[src/rtl/ukf_mean_sched.sv]
// Sigma-point sequencer for the UKF weighted-mean accumulator: center term, then N_STATE pairs.
// Optional UKF_SCHED_PERF_EN adds a run_cnt output counting completed passes.
module ukf_mean_sched #(
  parameter int DATA_W  = 32,
  parameter int N_STATE = 6,
  parameter int ADDR_W  = 4,
  parameter int MEM_LAT = 1
) (
  input  logic              clk,
  input  logic              rst,
  input  logic              start,
  input  logic              abort,
  input  logic [DATA_W-1:0] w0,
  input  logic [DATA_W-1:0] wi,
  output logic              busy,
  output logic              done,
  output logic              sig_rd_en,
  output logic [ADDR_W-1:0] sig_rd_addr1,
  output logic [ADDR_W-1:0] sig_rd_addr2,
  output logic              acc_clr,
  output logic              acc_en,
  output logic [DATA_W-1:0] acc_w,
  output logic              acc_zero2,
  output logic              mean_cap
`ifdef UKF_SCHED_PERF_EN
  ,
  output logic [31:0]       run_cnt
`endif
);

  localparam int CNT_W = 5;

  typedef enum logic [2:0] {
    ST_IDLE,
    ST_CENTER,
    ST_PAIR,
    ST_DRAIN,
    ST_DONE
  } state_t;

  state_t             state_reg, state_next;
  logic [CNT_W-1:0]   cnt_reg, cnt_next;
  logic [DATA_W-1:0]  w0_reg, w0_next;
  logic [DATA_W-1:0]  wi_reg, wi_next;

  logic               busy_next, done_next, rd_en_next, clr_next;
  logic [ADDR_W-1:0]  addr1_next, addr2_next;

  // Read tags travel alongside the memory latency so the accumulator sees them with the data.
  logic [MEM_LAT-1:0] vld_pipe;
  logic [MEM_LAT-1:0] z_pipe;
  logic [DATA_W-1:0]  w_pipe [MEM_LAT];
  logic               tag_vld;
  logic               tag_z;
  logic [DATA_W-1:0]  tag_w;

  always_ff @(posedge clk) begin
    if (rst) begin
      state_reg <= ST_IDLE;
      cnt_reg   <= '0;
      w0_reg    <= '0;
      wi_reg    <= '0;
    end else begin
      state_reg <= state_next;
      cnt_reg   <= cnt_next;
      w0_reg    <= w0_next;
      wi_reg    <= wi_next;
    end
  end

  always_comb begin
    state_next = state_reg;
    cnt_next   = cnt_reg;
    w0_next    = w0_reg;
    wi_next    = wi_reg;
    case (state_reg)
      ST_IDLE: begin
        if (start && !abort) begin
          state_next = ST_CENTER;
          cnt_next   = '0;
          w0_next    = w0;
          wi_next    = wi;
        end
      end
      ST_CENTER: begin
        state_next = ST_PAIR;
        cnt_next   = CNT_W'(1);
      end
      ST_PAIR: begin
        if (cnt_reg == CNT_W'(N_STATE)) begin
          state_next = ST_DRAIN;
          cnt_next   = CNT_W'(1);
        end else begin
          cnt_next = cnt_reg + CNT_W'(1);
        end
      end
      ST_DRAIN: begin
        if (cnt_reg == CNT_W'(MEM_LAT)) begin
          state_next = ST_DONE;
          cnt_next   = '0;
        end else begin
          cnt_next = cnt_reg + CNT_W'(1);
        end
      end
      ST_DONE: begin
        state_next = ST_IDLE;
      end
      default: begin
        state_next = ST_IDLE;
        cnt_next   = '0;
      end
    endcase
    if (abort) begin
      state_next = ST_IDLE;
      cnt_next   = '0;
    end
  end

  // Outputs are decoded from the next state so every port comes straight from a flop.
  always_comb begin
    busy_next  = (state_next != ST_IDLE);
    done_next  = (state_next == ST_DONE);
    clr_next   = (state_next == ST_CENTER);
    rd_en_next = (state_next == ST_CENTER) || (state_next == ST_PAIR);
    addr1_next = '0;
    addr2_next = '0;
    if (state_next == ST_PAIR) begin
      addr1_next = ADDR_W'(cnt_next);
      addr2_next = ADDR_W'(cnt_next) + ADDR_W'(N_STATE);
    end
  end

  always_ff @(posedge clk) begin
    if (rst) begin
      busy         <= 1'b0;
      done         <= 1'b0;
      mean_cap     <= 1'b0;
      acc_clr      <= 1'b0;
      sig_rd_en    <= 1'b0;
      sig_rd_addr1 <= '0;
      sig_rd_addr2 <= '0;
    end else begin
      busy         <= busy_next;
      done         <= done_next;
      mean_cap     <= done_next;
      acc_clr      <= clr_next;
      sig_rd_en    <= rd_en_next;
      sig_rd_addr1 <= addr1_next;
      sig_rd_addr2 <= addr2_next;
    end
  end

  // The read issued this cycle is the center term exactly when acc_clr is up.
  assign tag_vld = sig_rd_en;
  assign tag_z   = sig_rd_en && acc_clr;
  assign tag_w   = !sig_rd_en ? '0 : (acc_clr ? w0_reg : wi_reg);

  generate
    for (genvar gi = 0; gi < MEM_LAT; gi++) begin : g_tag_pipe
      logic              vld_in;
      logic              z_in;
      logic [DATA_W-1:0] w_in;
      if (gi == 0) begin : g_head
        assign vld_in = tag_vld;
        assign z_in   = tag_z;
        assign w_in   = tag_w;
      end else begin : g_body
        assign vld_in = vld_pipe[gi-1];
        assign z_in   = z_pipe[gi-1];
        assign w_in   = w_pipe[gi-1];
      end
      always_ff @(posedge clk) begin
        if (rst || abort) begin
          vld_pipe[gi] <= 1'b0;
          z_pipe[gi]   <= 1'b0;
          w_pipe[gi]   <= '0;
        end else begin
          vld_pipe[gi] <= vld_in;
          z_pipe[gi]   <= z_in;
          w_pipe[gi]   <= w_in;
        end
      end
    end
  endgenerate

  assign acc_en    = vld_pipe[MEM_LAT-1];
  assign acc_zero2 = z_pipe[MEM_LAT-1];
  assign acc_w     = w_pipe[MEM_LAT-1];

`ifdef UKF_SCHED_PERF_EN
  always_ff @(posedge clk) begin
    if (rst) begin
      run_cnt <= '0;
    end else if (done) begin
      run_cnt <= run_cnt + 32'd1;
    end
  end
`endif

endmodule
[config.mk]
export PLATFORM = sky130hd
export DESIGN_NAME = ukf_mean_sched
export DESIGN_NICKNAME = d
export VERILOG_FILES = /design/src/rtl/ukf_mean_sched.sv
export SDC_FILE = /design/constraint.sdc
export NUM_CORES = 1
export LEC_CHECK = 0
export ABC_AREA = 1
export CAP_MARGIN = 25
export CORE_MARGIN = 5
export CORE_UTILIZATION = 43
export DETAILED_ROUTE_END_ITERATION = 12
export HOLD_SLACK_MARGIN = 0.02
export PLACE_DENSITY = 0.82
export SLEW_MARGIN = 20
export SYNTH_ARGS = -nofsm -noshare
export SYNTH_HDL_FRONTEND = slang
export SYNTH_SLANG_ARGS = --single-unit
[constraint.sdc]
create_clock -name clk -period 1.5 [get_ports clk]
set_input_delay 0.3 -clock clk [delete_from_list [all_inputs] [get_ports clk]]
set_output_delay 0.3 -clock clk [all_outputs]
set_load 0.01 [all_outputs]
# Word-level counts from Yosys, hierarchy flattened
# Memory sizes are Yosys's and may differ from the RTL's.
# Cells that the tools add are included.
[totals] mem_bits_rw=32 n_memories=1 in_bits=68 ff_bits=86 word_cells=57
[memory_table] name="w_pipe" depth=1 width=32 read_ports=1 rd_clocked_by_memory_dff=0 write_ports=1 line="52" text="logic [DATA_W-1:0] w_pipe [MEM_LAT];"
[op_classes] bitwise_logic=2 reduce_logical=12 mux=17 eq_ne=10 addsub=2
[ops] cell="2-to-1 mux 32 bit" count=3
[ops] cell="OR reduction 32 bit" count=1
[ops] cell="case mux 5 bit (5 select lines)" count=1
[ops] cell="2-to-1 mux 5 bit" count=3
[ops] cell="2-to-1 mux 3 bit" count=4
[ops] cell="case mux 3 bit (4 select lines)" count=1
[ops] cell="== test 3 x 2 -> 1 bit, second input constant" count=3
[ops] cell="== test 3 x 1 -> 1 bit, second input constant" count=2
[ops] cell="== test 3 bit, second input constant" count=2
[ops] cell="adder 5 x 1 -> 5 bit, second input constant" count=1
[ops] cell="== test 5 x 1 -> 1 bit, second input constant" count=1
[ops] cell="== test 5 x 3 -> 1 bit, second input constant" count=1
[ops] cell="adder 4 x 3 -> 4 bit, second input constant" count=1
[ops] cell="2-to-1 mux 1 bit" count=4
[ops] cell="2-to-1 mux 4 bit" count=1
[ops] cell="AND reduction 2 bit" count=2
[ops] cell="OR reduction 2 bit" count=2
[ops] cell="logical NOT 3 bit" count=1
[ops] cell="nonzero test 3 bit" count=1
[ops] cell="logical AND 1 bit" count=2
[ops] cell="logical OR 1 bit" count=2
[ops] cell="!= test 2 bit, second input constant" count=1
[ops] cell="inverter 1 bit" count=2
[ops] cell="logical NOT 1 bit" count=1

# Longest topological paths before layout
[logic_depth] ltp_word=8 mapped_depth=14

# Worst setup path before layout
# OpenSTA, ideal clock, no wires.
[synth_path] path_kind="register -> register" from="reg cnt_reg[0]" to="reg sig_rd_addr2[3]" path_slack_ps=-91 stages_incl_launch_ff=12 arrival_ps=1477 synth_period_minus_slack_ps=1591 cell_sequence="dfxtp_1 inv_1 ha_1 nand2_1 inv_1 nand2_1 nand2_1 a21oi_1 o21ai_2 ha_1 nor2_1 nor2_2"
[synth_between] elab_chain_cells=7 word_cells_on_any_way=16 classes_between="2 x add/sub; 3 x eq/ne; 9 x mux; 1 x bitwise; 1 x reduce/logical"
[synth_lines] element="from (decl)" line="42" text="logic [CNT_W-1:0] cnt_reg, cnt_next;"
[synth_lines] element="from (signal assigned)" line="65" text="cnt_reg <= cnt_next;"
[synth_lines] element="parallel branches: the longest is 7 deep, another holds adder 5 x 1 -> 5 bit"
[synth_lines] element="to (signal assigned)" line="149" text="sig_rd_addr2 <= addr2_next;"
[synth_lines] element="to (decl)" line="19" text="output logic [ADDR_W-1:0] sig_rd_addr2,"
# Several ways; the timed one is not identified. The select of a mux whose other input is x is not followed.
# A chain may end at the register's enable or synchronous reset.

# Final worst setup path
[layout_path] from="reg cnt_reg[1]" to="reg sig_rd_addr2[3]"
# Same word-level chain as after synthesis.

==> flow_summary.ini <==
[cts]
h-tree-depth = 4
cts_tree = done
cts_num_sinks = 117
cts.clk_slew.worst_paths_ns = 0.06
clock_latency_ns = 0.50
cts.path.max_buffers = 2
root_buffer = clkbuf_8
cts_buffers = 17

[worst_hold_path]
hp-class = input port to flip-flop
hp-start = rst

[layout]
area_growth_pct = 49.1
finalNetCount = 739
diodes = 0
drive_gt1_share_pct = 16.3
seqCellArea_mm2 = 0.00235
fillers = 806
multi_input_area_mm2 = 0.00177

[synthesis]
netlist_instances = 537
yosysWarnings = 0
ys_seq_area_share_pct = 54.9
synth_fp_nets = 609
avgSynthCellArea_um2 = 7.94
netlist_area_mm2 = 0.00426
synth_cell_type_count = 27
ys_seq_elements = 117

[power]
power.density_mw_per_mm2 = 1250
switching_share_pct = 21.3
peakVddDrop_uv = 952
p_seq_share_pct = 40.8
p_int_mw = 6.27
power_leakage_nw = 2.62
clkPwrFrac_pct = 52.3
switchingPower_mw = 1.70
p_comb_share_pct = 6.9

[critical_path]
cp_top_family = simple AND/OR/NAND/NOR gates
critPathKind = flip-flop to flip-flop
reg2reg_from = cnt_reg[1]
cp-start-kind = flip-flop
cp_cell_sequence = inv_2 -> ha_4 -> inv_2 -> nor2_4 -> nand2_2 -> nand2_4 -> nand2_4 -> nand2_2 -> nand2_2 -> nand2_2 -> ha_4 -> nand2_2 -> nand2_2 -> nor2_2
cp.arrival_ns = 1.93
crit_start = cnt_reg[1]
worstPathRequired_ns = 1.89
crit_slowest_cell = dfxtp_2
ff2ff_setup_slack_ns = -0.04
slowest_delay_ns = 0.33
cpMostUsedCell = nand2_2
crit_buf_inv = 2
crit_fanout = 5
end_kind = flip-flop

[global_routing]
antenna_found_initial = 0
overflow = 0
grt_max_degree = 71
first_global_vias = 3926
grt_first_pass_wirelength_um = 17900
track_usage_pct = 19.0

[sta]
fin_crit_ns = 1.54
setup_viol_count_final = 9
hold_violations = 0
skew_ns = 0.00619
fmax_mhz = 649
max_slew_margin_pct = 77.4
fin_crit_sh_pct = 103
rsz0062_at_grt = true
setup_ws_ns = -0.0407
slew_violations = 0
worstMarginPinSlew_ns = 0.339
hold_slack_ns = 0.117

[job]
maxCapViolCount = 0

[drt]
drt_wl_total_um = 11200
dr.pass1.iters = 5
vias_per_cell = 4.86
detail_route.iter0.violations = 221
vias = 3952
postRouteAntennaNets = 0
drc = 0
wire_per_inst_um = 13.8

[status]
status = finished, violations left
violations = setup timing

[die]
ios = 115
coreArea_mm2 = 0.00973
num_rows = 36
die_y_um = 110
die_w_um = 110
die_area_mm2 = 0.0120
initial_core_util_pct = 43.8

[place]
port_buffers = 114
hpwl_um = 7390
place_congestion = 0.858
dp_slack_ns = -0.283
==> Yosys cell counts <==
master,count,area share (%)
and2_1,1,0.15
nand2_2,5,0.73
o21ai_1,1,0.12
dfxtp_1,117,55
buf_4,7,1.2
buf_1,3,0.26
xor2_1,1,0.21
clkinv_2,1,0.12
nand3b_1,1,0.18
a21oi_1,98,12
nand3_2,4,0.94
inv_1,13,1.1
nor2_2,10,1.5
ha_1,4,1.2
nor2_4,1,0.26
inv_2,3,0.26
nand3_1,2,0.23
a22oi_1,1,0.18
nand2_1,218,19
nand4_1,2,0.29
nor2_1,16,1.4
buf_6,6,1.6
o21ai_2,2,0.41
clkbuf_1,17,1.5
inv_4,1,0.15
o221a_2,1,0.26
nor3_1,1,0.12
==> what timing repair did <==
| action | CTS | global route |
|---|---|---|
| setup buffers | 2 | 2 |
| hold endpoints to repair | 0 | 0 |
| endpoints found under the setup margin | 56 | 17 |
| gates cloned | 0 | 0 |
| hold buffers | 0 | 0 |
| pin swaps | 9 | 12 |
| resized for setup | 58 | 17 |
==> routing by layer <==
metal  routed length, um  vias to the layer above  GRT usage, %
li1                    -                     1969             -
met1                4630                     1806          23.4
met2                5560                      156          31.1
met3                 690                       21          4.11
met4                 299                        0          10.3
met5                   0                        -             0
==> worst reg2reg max path, delay by kind of cell, from the launching register on <==
family,cells,cell delay (ns)
fa+ha+maj,2,0.26
buf+inv,2,0.11
simple gates,10,0.72
flops,1,0.33
==> final cells by class <==
class                   instances  share of cell area, %
flip-flops and latches        117                   36.9
clock inverters                12                   2.79
clock buffers                  20                   7.00
multi-input cells             369                   27.9
inverters                      18                   1.12
repair buffers                144                   21.7
well taps                     133                   2.62
==> worst paths after layout <==
kind         cells past startpoint               to
max reg2reg                     14  sig_rd_addr2[3]
min reg2reg                      2    w_pipe[0][28]
max                             14  sig_rd_addr2[3]
min                              2       cnt_reg[3]
==> power groups by stage <==
stage / Clock, mW / Combinational (mW) / Sequential [mW]
after global placement: 0 / 0.534 / 3.31
after floorplan: 0 / 0.259 / 3.30
after CTS: 4.22 / 0.543 / 3.24
after global routing: 4.41 / 0.601 / 3.25
final: 4.17 / 0.549 / 3.25
after detailed placement: 0 / 0.541 / 3.31
==> placed cells by master, fill, tap and decap left out, types with 2 or more instances in the layout <==
| cell | n |
|---|---|
| nand2_1 | 210 |
| dfxtp_1 | 115 |
| a21oi_1 | 97 |
| clkdlybuf4s50_1 | 66 |
| dlygate4sd2_1 | 45 |
| buf_4 | 24 |
| clkbuf_16 | 16 |
| nor2_1 | 15 |
| nand2_2 | 11 |
| inv_1 | 10 |
| nor2_2 | 9 |
| inv_2 | 6 |
| buf_12 | 6 |
| bufinv_16 | 4 |
| clkinvlp_4 | 4 |
| nor2_4 | 3 |
| clkinv_2 | 3 |
| clkbuf_8 | 3 |
| nand2_4 | 2 |
| nand3_2 | 2 |
| nand3_4 | 2 |
| nand4_1 | 2 |
| nand3_1 | 2 |
| ha_4 | 2 |
| clkinv_4 | 2 |
| clkdlybuf4s15_1 | 2 |
==> cell families (layout without fill, tap and decap cells) <==
logic type | after synthesis | in the layout | share of synthesized area, %
AOI/OAI and AO/OA | 103 | 103 | 12.5
and+or+nand+nor | 261 | 261 | 25.0
DFF | 117 | 117 | 54.9
adders and majority gates | 4 | 4 | 1.17
xor gates and xnor gates | 1 | 1 | 0.205
buffers and inverters | 51 | 194 | 6.25
==> metrics by stage <==
stage	TNS, ns	utilization [%]	cells	cell area [um^2]	power [mW]
5_1_grt	-0.880	65.4	813	6360	8.27
4_1_cts	-0.182	64.5	811	6270	8.01
3_5_place_dp	-17.97	58.2	777	5660	3.85
3_3_place_gp	-16.16	58.2	777	5660	3.84
2_1_floorplan	-0.0121	-	537	4290	3.56
6_report	-0.232	65.4	813	6360	7.96
Note: power is estimated with default switching activity, not from simulation.
